[config.mk]
export PLATFORM = sky130hd
export DESIGN_NAME = bank_channel_credit_return
export DESIGN_NICKNAME = d
export VERILOG_FILES = /design/src/rtl/bank_pkg.sv /design/src/rtl/bank_credit_fifo.sv /design/src/rtl/bank_channel_credit_return.sv
export SDC_FILE = /design/constraint.sdc
export NUM_CORES = 2
export LEC_CHECK = 0
export ABC_CLOCK_PERIOD_IN_PS = 10600
export BUFFER_PORTS_ARGS = -buffer_cell sky130_fd_sc_hd__buf_2
export CAP_MARGIN = 20
export CORE_MARGIN = 10
export CORE_UTILIZATION = 55
export CTS_BUF_LIST = sky130_fd_sc_hd__clkbuf_16
export DETAILED_ROUTE_END_ITERATION = 8
export PLACE_DENSITY = 0.79
export SLEW_MARGIN = 20
export SYNTH_ARGS = -nofsm -noshare
export SYNTH_HDL_FRONTEND = slang
export SYNTH_HIERARCHICAL = 1
export SYNTH_SLANG_ARGS = --single-unit
[constraint.sdc]
create_clock -name clk -period 10.6 [get_ports clk]
set_input_delay 1.06 -clock clk [delete_from_list [all_inputs] [get_ports clk]]
set_output_delay 1.06 -clock clk [all_outputs]
set_load 0.01 [all_outputs]
[src/rtl/bank_pkg.sv]
// Constants and types shared by the bank issue and return sides.
// The return-side FIFO depth and the issue-side reset credit count both come
// from CREDIT_NUM, so the two ends cannot disagree.
package bank_pkg;
  localparam int CHANNEL_NUM = 3;
  localparam int CREDIT_NUM  = 8;

  typedef logic [1:0] ch_id_t;
endpackage

[src/rtl/bank_credit_fifo.sv]
// Per-channel response FIFO. The depth is a power of two, so the pointers
// wrap naturally. A push into a full FIFO is accepted only when a pop
// happens in the same cycle.
module bank_credit_fifo
  import bank_pkg::*;
#(
  parameter int DEPTH = CREDIT_NUM,
  parameter int WIDTH = 72
) (
  input  logic                       clk,
  input  logic                       rst_n,
  input  logic                       push,
  input  logic                       pop,
  input  logic [WIDTH-1:0]           wdata,
  output logic [WIDTH-1:0]           rdata,
  output logic                       full,
  output logic                       empty,
  output logic [$clog2(DEPTH+1)-1:0] count
);
  localparam int AW = $clog2(DEPTH);
  localparam int CW = $clog2(DEPTH + 1);

  logic [WIDTH-1:0] mem [DEPTH];
  logic [AW-1:0]    wr_ptr, rd_ptr;
  logic [CW-1:0]    cnt;
  logic             do_push, do_pop;

  assign full    = (cnt == CW'(DEPTH));
  assign empty   = (cnt == '0);
  assign do_pop  = pop & ~empty;
  assign do_push = push & (~full | do_pop);
  assign rdata   = mem[rd_ptr];
  assign count   = cnt;

  // storage array; contents past the head are don't-care, so no reset
  always_ff @(posedge clk) begin
    if (do_push) mem[wr_ptr] <= wdata;
  end

  // pointers and occupancy
  always_ff @(posedge clk or negedge rst_n) begin
    if (!rst_n) begin
      wr_ptr <= '0;
      rd_ptr <= '0;
      cnt    <= '0;
    end else begin
      if (do_push) wr_ptr <= wr_ptr + 1'b1;
      if (do_pop)  rd_ptr <= rd_ptr + 1'b1;
      case ({do_push, do_pop})
        2'b10:   cnt <= cnt + 1'b1;
        2'b01:   cnt <= cnt - 1'b1;
        default: cnt <= cnt;
      endcase
    end
  end
endmodule

[src/rtl/bank_channel_credit_return.sv]
// Read-return buffer: one FIFO per channel, drained through one round-robin
// response port. Every handshake returns one credit to the issue side as a
// registered one-cycle pulse. The grant is locked while a response stalls.
module bank_channel_credit_return #(
  parameter int CHANNEL_NUM = bank_pkg::CHANNEL_NUM,
  parameter int CREDIT_NUM  = bank_pkg::CREDIT_NUM,
  parameter int TAG_WIDTH   = 8,
  parameter int DATA_WIDTH  = 64
) (
  input  logic                              clk,
  input  logic                              rst_n,
  input  logic                              rd_issue_valid,
  input  bank_pkg::ch_id_t                  rd_issue_ch_id,
  input  logic [CHANNEL_NUM-1:0]            ch_rsp_valid,
  input  logic [CHANNEL_NUM*TAG_WIDTH-1:0]  ch_rsp_tag,
  input  logic [CHANNEL_NUM*DATA_WIDTH-1:0] ch_rsp_data,
  output logic                              rsp_valid,
  input  logic                              rsp_ready,
  output bank_pkg::ch_id_t                  rsp_ch_id,
  output logic [TAG_WIDTH-1:0]              rsp_tag,
  output logic [DATA_WIDTH-1:0]             rsp_data,
  output logic [CHANNEL_NUM-1:0]            channels_credit_release,
  output logic                              err_credit_overrun,
  output logic                              err_unexpected_rsp
);
  localparam int OW = $clog2(CREDIT_NUM + 1);
  localparam int EW = TAG_WIDTH + DATA_WIDTH;
  localparam logic [OW-1:0] CRED_MAX = OW'(CREDIT_NUM);
  localparam logic [OW:0]   CRED_SUM = (OW+1)'(CREDIT_NUM);

  logic [CHANNEL_NUM-1:0]         empty_v, full_v, push_v, pop_v;
  logic [CHANNEL_NUM-1:0]         issue_v, ovr_v, unx_v, credit_rel;
  logic [CHANNEL_NUM-1:0][EW-1:0] head, wdata;
  logic [CHANNEL_NUM-1:0][OW-1:0] cnt, outstanding;
  bank_pkg::ch_id_t               rr_ptr, grant, lock_ch;
  logic                           locked, any_vld, hs;
  logic [EW-1:0]                  head_g;

  assign push_v = ch_rsp_valid;

  for (genvar g = 0; g < CHANNEL_NUM; g++) begin : g_ch
    assign wdata[g] = {ch_rsp_tag[g*TAG_WIDTH +: TAG_WIDTH],
                       ch_rsp_data[g*DATA_WIDTH +: DATA_WIDTH]};

    bank_credit_fifo #(.DEPTH(CREDIT_NUM), .WIDTH(EW)) u_fifo (
      .clk   (clk),
      .rst_n (rst_n),
      .push  (push_v[g]),
      .pop   (pop_v[g]),
      .wdata (wdata[g]),
      .rdata (head[g]),
      .full  (full_v[g]),
      .empty (empty_v[g]),
      .count (cnt[g])
    );
  end

  // grant: the locked channel while stalled, else the first non-empty from rr_ptr
  always_comb begin
    int  idx;
    logic found;
    idx   = 0;
    found = 1'b0;
    grant = rr_ptr;
    if (locked) begin
      grant = lock_ch;
    end else begin
      for (int i = 0; i < CHANNEL_NUM; i++) begin
        idx = int'(rr_ptr) + i;
        if (idx >= CHANNEL_NUM) idx = idx - CHANNEL_NUM;
        if (!found && !empty_v[idx]) begin
          grant = bank_pkg::ch_id_t'(idx);
          found = 1'b1;
        end
      end
    end
  end

  assign any_vld   = ~&empty_v;
  assign hs        = any_vld & rsp_ready;
  assign head_g    = head[grant];
  assign rsp_valid = any_vld;
  assign rsp_ch_id = any_vld ? grant : '0;
  assign rsp_tag   = any_vld ? head_g[EW-1 -: TAG_WIDTH] : '0;
  assign rsp_data  = any_vld ? head_g[DATA_WIDTH-1:0] : '0;
  assign channels_credit_release = credit_rel;

  // per-channel issue match, pop select and protocol violation detection
  always_comb begin
    for (int c = 0; c < CHANNEL_NUM; c++) begin
      issue_v[c] = rd_issue_valid && (rd_issue_ch_id == bank_pkg::ch_id_t'(c));
      pop_v[c]   = hs && (grant == bank_pkg::ch_id_t'(c));
      ovr_v[c]   = issue_v[c] && (({1'b0, outstanding[c]} + {1'b0, cnt[c]}) >= CRED_SUM);
      unx_v[c]   = ch_rsp_valid[c] && ((outstanding[c] == '0) || (full_v[c] && !pop_v[c]));
    end
  end

  // outstanding reads: saturate at CREDIT_NUM, never underflow
  always_ff @(posedge clk or negedge rst_n) begin
    if (!rst_n) begin
      outstanding <= '0;
    end else begin
      for (int c = 0; c < CHANNEL_NUM; c++) begin
        if (issue_v[c] && !ch_rsp_valid[c]) begin
          if (outstanding[c] != CRED_MAX) outstanding[c] <= outstanding[c] + 1'b1;
        end else if (!issue_v[c] && ch_rsp_valid[c] && outstanding[c] != '0) begin
          outstanding[c] <= outstanding[c] - 1'b1;
        end
      end
    end
  end

  // arbiter pointer, grant lock, credit release pulse and sticky errors
  always_ff @(posedge clk or negedge rst_n) begin
    if (!rst_n) begin
      rr_ptr             <= '0;
      locked             <= 1'b0;
      lock_ch            <= '0;
      credit_rel         <= '0;
      err_credit_overrun <= 1'b0;
      err_unexpected_rsp <= 1'b0;
    end else begin
      if (hs) rr_ptr <= (int'(grant) == CHANNEL_NUM - 1) ? '0 : grant + 1'b1;
      locked             <= any_vld & ~rsp_ready;
      lock_ch            <= grant;
      credit_rel         <= pop_v;
      err_credit_overrun <= err_credit_overrun | (|ovr_v);
      err_unexpected_rsp <= err_unexpected_rsp | (|unx_v);
    end
  end
endmodule
# After elaboration in Yosys (flattened, before gate mapping)
# Memory sizes are Yosys's and may differ from the RTL's.
# Index checks and enable logic that the tools add are counted.
# op_classes
bitwise,20
mux,47
shifts,0
multipliers,0
n_eq_ne,20
add_sub_neg,27
n_reduce_logical,66
magnitude_cmp,10
div_mod_pow,0
# op_table
operator,n
$mux 32,6
$bmux 72 s2,1
$lt 32x4->1 const B,3
$mux 72,1
$mux 64,1
$mux 4,9
$logic_and 1x1->1,26
$add 4x1->4 const B,6
$logic_not 4->1,6
$pmux 4 s2,3
$sub 4x1->4 const B,6
$add 3x1->3 const B,6
$mux 1,16
$add 4x4->5,3
$ge 5x4->1 const B,3
$logic_not 1->1,14
$eq 2x2->1 const B,6
$eq 4x4->1 const B,3
$mux 2,6
$ne 4x4->1 const B,3
$reduce_bool 2->1,6
$reduce_bool 4->1,3
$eq 2x1->1 const B,5
$and 1x1->1,8
other kinds (18),40
# totals
regBits,52
ram_bits,1728
wordCells,211
romBits,0
input_bits,225
memories,3
out_inout_bits,80
latch_bits,0
# memory_table
name,depth,width,rd,rd_ports_with_merged_regs,wr,line_no,rtl
g_ch[0].u_fifo.mem,8,72,1,0,1,bank_credit_fifo.sv:23,logic [WIDTH-1:0] mem [DEPTH];
g_ch[1].u_fifo.mem,8,72,1,0,1,bank_credit_fifo.sv:23,
g_ch[2].u_fifo.mem,8,72,1,0,1,bank_credit_fifo.sv:23,

# Logic depth before layout (Yosys ltp)
# depth
ltp_word,24
depth_mapped,19
ltp_nobuf,17

# Cells and area by module
# Netlist, hierarchy kept.
# by_module_without_submodules
module,cells_per_inst,area_each_um2,instances
bank_credit_fifo at g_ch[2].u_fifo,898,22402.7,1
bank_credit_fifo at g_ch[1].u_fifo,916,22357.7,1
bank_credit_fifo at g_ch[0].u_fifo,901,22355.2,1
bank_channel_credit_return,372,3802.4,1

# Worst setup path after synthesis
# OpenSTA, ideal clock, no wires.
# synth_timing
path_kind,register to register
start,reg g_ch[1].u_fifo.cnt[3]
end,mem g_ch[0].u_fifo.mem[0][0] (enable)
setup_time_ns,0.679
arrival_ns,9.946
path_slack_ns,-0.025
n_path_buf,1
period_less_slack_ns,10.625
stages_incl_launch_ff,12
cell_sequence,dfrtp_1 > nor4_1 > mux2i_1 > a311o_1 > nand4_1 > a211o_1 > buf_6 > nand2_1 > nor3_1 > nand2b_1 > o21ai_2 > nor4_1
# synth_between
elab_chain_len,21
# synth_lines
item,line_no,rtl
from (decl),bank_credit_fifo.sv:25,logic [CW-1:0] cnt;
from (signal assigned),bank_credit_fifo.sv:50,2'b10: cnt <= cnt + 1'b1;
from (signal assigned),bank_credit_fifo.sv:51,2'b01: cnt <= cnt - 1'b1;
from (signal assigned),bank_credit_fifo.sv:52,default: cnt <= cnt;
$logic_not 4->1 (*),bank_credit_fifo.sv:29,assign empty = (cnt == '0);
via empty_v[1],bank_channel_credit_return.sv:31,"logic [CHANNEL_NUM-1:0] empty_v, full_v, push_v, pop_v;"
$bmux 1 s2,bank_channel_credit_return.sv:71,if (!found && !empty_v[idx]) begin
$mux 1 (implied by the code) (2 in a row),bank_channel_credit_return.sv:71,
$mux 1,bank_channel_credit_return.sv:71,
$mux 1,bank_channel_credit_return.sv:65,if (locked) begin
$logic_not 1->1,bank_channel_credit_return.sv:71,
$logic_and 1x1->1,bank_channel_credit_return.sv:71,
[... 6 more ...],--,
via grant[1],bank_channel_credit_return.sv:35,"bank_pkg::ch_id_t rr_ptr, grant, lock_ch;"
$logic_not 2->1 (*),bank_channel_credit_return.sv:92,pop_v[c] = hs && (grant == bank_pkg::ch_id_t'(c));
$logic_and 1x1->1 (*),bank_channel_credit_return.sv:92,
via pop_v[0],bank_channel_credit_return.sv:31,
$and 1x1->1 (*),bank_credit_fifo.sv:30,assign do_pop = pop & ~empty;
$or 1x1->1 (*),bank_credit_fifo.sv:31,assign do_push = push & (~full | do_pop);
$and 1x1->1 (*),bank_credit_fifo.sv:31,
$mux 1 (*),bank_credit_fifo.sv:37,if (do_push) mem[wr_ptr] <= wdata;
$mux 1 (implied by the code) (*),bank_credit_fifo.sv:37,
to (decl),bank_credit_fifo.sv:23,
# The timed path passes the listed nets; every way through them passes the cells marked *. The select of a mux whose other input is x is not followed.

# Worst setup path in the final report
# layout_timing
start,reg g_ch[0].u_fifo.cnt[1]
end,out rsp_data[56]
# layout_between
elab_chain_len,17
# layout_lines
item,line_no,rtl
from (decl),bank_credit_fifo.sv:25,
from (signal assigned),bank_credit_fifo.sv:50,
from (signal assigned),bank_credit_fifo.sv:51,
from (signal assigned),bank_credit_fifo.sv:52,
$logic_not 4->1 (*),bank_credit_fifo.sv:29,
via empty_v[0],bank_channel_credit_return.sv:31,
$bmux 1 s2,bank_channel_credit_return.sv:71,
$mux 1 (implied by the code) (2 in a row),bank_channel_credit_return.sv:71,
$mux 1,bank_channel_credit_return.sv:71,
$mux 1,bank_channel_credit_return.sv:65,
$logic_not 1->1,bank_channel_credit_return.sv:71,
$logic_and 1x1->1,bank_channel_credit_return.sv:71,
$mux 1,bank_channel_credit_return.sv:71,
$mux 1,bank_channel_credit_return.sv:65,
$logic_not 1->1,bank_channel_credit_return.sv:71,
$logic_and 1x1->1,bank_channel_credit_return.sv:71,
$mux 2,bank_channel_credit_return.sv:71,
$mux 2,bank_channel_credit_return.sv:65,
$bmux 72 s2,bank_channel_credit_return.sv:81,assign head_g = head[grant];
$mux 72 (implied by the code),bank_channel_credit_return.sv:81,
$mux 64 (*),bank_channel_credit_return.sv:85,assign rsp_data = any_vld ? head_g[DATA_WIDTH-1:0] : '0;
to (decl),bank_channel_credit_return.sv:21,"output logic [DATA_WIDTH-1:0] rsp_data,"
# Marks and branches as above.

==> qor.txt <==
Register bit count reported by yosys - 1780
EDFF count, synth - 1728
Post-CTS setup buffer count - 0
Final Skew - 30.0 ps
Die area - 144000 µm²
RSZ-0062 raised after global routing - no
Number of H-tree levels - 4
Post-CTS resize count - 0
Fmax - 152 MHz
CTS Hold Bufs - 0
Reg2reg end - g_ch[2].u_fifo/mem[4][20]$_DFFE_PP_
Fillers - 8329
Final hold violations - 0
Fraction of registers with async set/reset - 2.92%
RR Startpoint - g_ch[2].u_fifo/count[1]$_DFFE_PN0P_
Max_slew headroom - 19.5%
First-pass GRT wire length - 248 mm
Crit Path Max Fanout - 58
Most Used Layer, Global Route - met2
Routed Antenna Nets - 0
Final setup vio count - 0
Hpwl dp - 107 mm
Die width - 379 µm
Boundary pin count - 305
Hold/Removal Path Class - input pin to asynchronous set/reset pin
Largest net degree at the start of global routing - 132
Gpl congestion - 0.855
Total power - 23.4 mW
Synth area leader - edfxtp_1
Iteration-0 DRC count of the detailed router - 4430
Synth warnings - 6
DR WL/cell - 32.5 µm
Run status - completed
Worst EP arrival - 5520 ps
I/O Buffers - 304
Non-Filler Instances - 5290
Post-layout min period - 6580 ps
Via count - 33.8k
Core ar. - 128000 µm²
Final period utilization - 62.1%
Count of cell types in the netlist - 69
Crit. End Element - output port
Total CTS buffers - 170
Leading cell type in the layout, fill and taps excluded - edfxtp_1
Initial antenna violation count - 85
Share of the synthesized area in the top cell type - 73.2%
Clock transition at path regs - 60 ps
Vias/cell - 6.39
Clock latency on the worst-skew pair - 790 ps
1st-pass router iterations - 6
Worst-case clock buffer depth - 3
Clk sinks - 1780
Row cnt - 131
CP Data Required Time - 9540 ps
Die Span Y - 379 µm
Worst Tran Pin Value - 1210 ps
Final nets - 3735
CTS tree - built
Startpoint types - flip-flop
Initial core utilization - 55.5%
Sequential cell area fraction in the yosys report - 75.0%
Met2 Resource Use GR - 35.9%
Lkg Pwr - 26.2 nW
Final wirelength - 172 mm
Root buf cell - clkbuf_16
Maximum vdd drop - 263 µV
GR Layer Usage met1 - 33.1%
Mapped Cells - 3087
Syn Nets - 3355
Pwr per Cell Area - 294 nW/µm²
Commonest cells after routing, fill and taps aside - edfxtp_1 (1728), mux4_2 (432), buf_2 (304)
Final TNS setup - 0 ps
Ys flop type - edfxtp_1
Synth Cell Area - 70900 µm²
Max-Cap Viols - 0
Area delta synth->final - 12.3%
FF-to-FF path depth - 13
Overflow after GRT - 0
Vias in the first global route - 34.0k
Syn_area_per_cell - 23.0 µm²
GRT Total Usage - 24.1%
DRC viols - 0
Critical path type - flip-flop to output port
Synth area leaders - edfxtp_1 (73%), mux4_2 (14%), mux2_4 (2.0%)
Worst R2R Setup Slack - 4300 ps
Layout cells sized above 1 - 37.0%
Max Transition Viols Final - 0
Placed cells - 4956
Met3 Use GR - 9.21%
cell type report:
| cell class | count | area (µm²) | area share (%) |
|---|---|---|---|
| well taps | 1662 | 2080 | 2.61 |
| multi-input cells | 1122 | 16800 | 21.1 |
| repair buffers | 360 | 2010 | 2.53 |
| flip-flops and latches | 1780 | 53200 | 66.8 |
| inverters | 33 | 125 | 0.157 |
| diodes | 27 | 67.6 | 0.0848 |
| clock buffers | 175 | 4380 | 5.50 |
| clock inverters | 131 | 952 | 1.20 |
per-stage QoR:
stage	setup WS, ps	hold WS (ps)	cell area, µm²	util [%]
floorplan	1450	480	70900	-
finish	4020	418	79600	62.3
detailed placement	4160	480	74200	58.0
CTS	3810	407	79500	62.2
global placement	4360	474	74200	58.0
global route	3920	460	79600	62.3
layer usage:
layer | wire length, µm | vias to the layer above
met2 | 80400 | 1772
met3 | 22700 | 327
met1 | 63800 | 17800
met4 | 4610 | 64
met5 | 398 | -
li1 | - | 13800
power by group:
| part | leakage (nW) | switching [mW] | internal (mW) |
|---|---|---|---|
| combinational | 7.13 | 4.65 | 3.52 |
| clock | 2.82 | 2.51 | 3.30 |
| sequential | 16.3 | 0.555 | 8.88 |
| total | 26.2 | 7.72 | 15.7 |
state kept, by name, summed over array words and instances, names as in the netlist:
register and cells:
locked 1, rr_ptr 2, lock_ch 2, g_ch.u_fifo/count 12, channels_credit_release 3, outstanding 12
err_credit_overrun 1, g_ch.u_fifo/wr_ptr 9, err_unexpected_rsp 1, g_ch.u_fifo/mem 1728, g_ch.u_fifo/rd_ptr 9
critical path, stage by stage (launching register included):
cell	delay, ps
dfrtp_1	430
or3_1	560
nor2_1	380
mux2i_1	150
a2111oi_0	750
o31ai_1	200
o311ai_4	120
buf_4	380
buf_4	920
mux2i_1	280
o2bb2ai_1	360
buf_2	200
Yosys cell counts, drive strengths merged, types with 4 or more instances:
cell type / n
buf: 108
xnor2: 19
o22ai: 5
a211oi: 4
nor3: 12
a31oi: 5
nand2: 40
nor2b: 6
a21oi: 21
a211o: 5
or3: 7
nand3: 8
clkbuf: 43
o21ai: 16
fa: 9
xor2: 13
or2: 6
nor4: 4
mux2: 225
edfxtp: 1728
mux4: 432
nor2: 36
nand3b: 7
inv: 32
dfrtp: 52
o2bb2ai: 72
nand2b: 15
mux2i: 81
ha: 34
how the worst max path moves through the flow:
stage                                        start                                  end  slack [ps]  depth (start not counted)
6_report       g_ch[0].u_fifo/count[1]$_DFFE_PN0P_                         rsp_data[56]        4020                         11
3_3_place_gp   g_ch[1].u_fifo/count[3]$_DFFE_PN0P_  g_ch[2].u_fifo/mem[5][31]$_DFFE_PP_        4360                         12
2_1_floorplan  g_ch[1].u_fifo/count[3]$_DFFE_PN0P_   g_ch[2].u_fifo/mem[0][0]$_DFFE_PP_        1450                         12
4_1_cts        g_ch[1].u_fifo/count[3]$_DFFE_PN0P_                          rsp_data[5]        3810                         10
3_5_place_dp   g_ch[1].u_fifo/count[3]$_DFFE_PN0P_  g_ch[2].u_fifo/mem[5][36]$_DFFE_PP_        4160                         12
5_1_grt        g_ch[0].u_fifo/count[1]$_DFFE_PN0P_                         rsp_data[56]        3920                         11
cells by family after synthesis:
kind of cell / count (synthesis) / synth area share [%]
AOI/OAI and AO/OA: 155 / 2.13
adders and majority gates: 43 / 0.854
xor gates and xnor gates: 32 / 0.395
and+or+nand+nor: 154 / 1.10
muxes: 738 / 18.9
DFF: 1780 / 75.0
buffers and inverters: 185 / 1.57
Power figures use the tool's default switching activity.
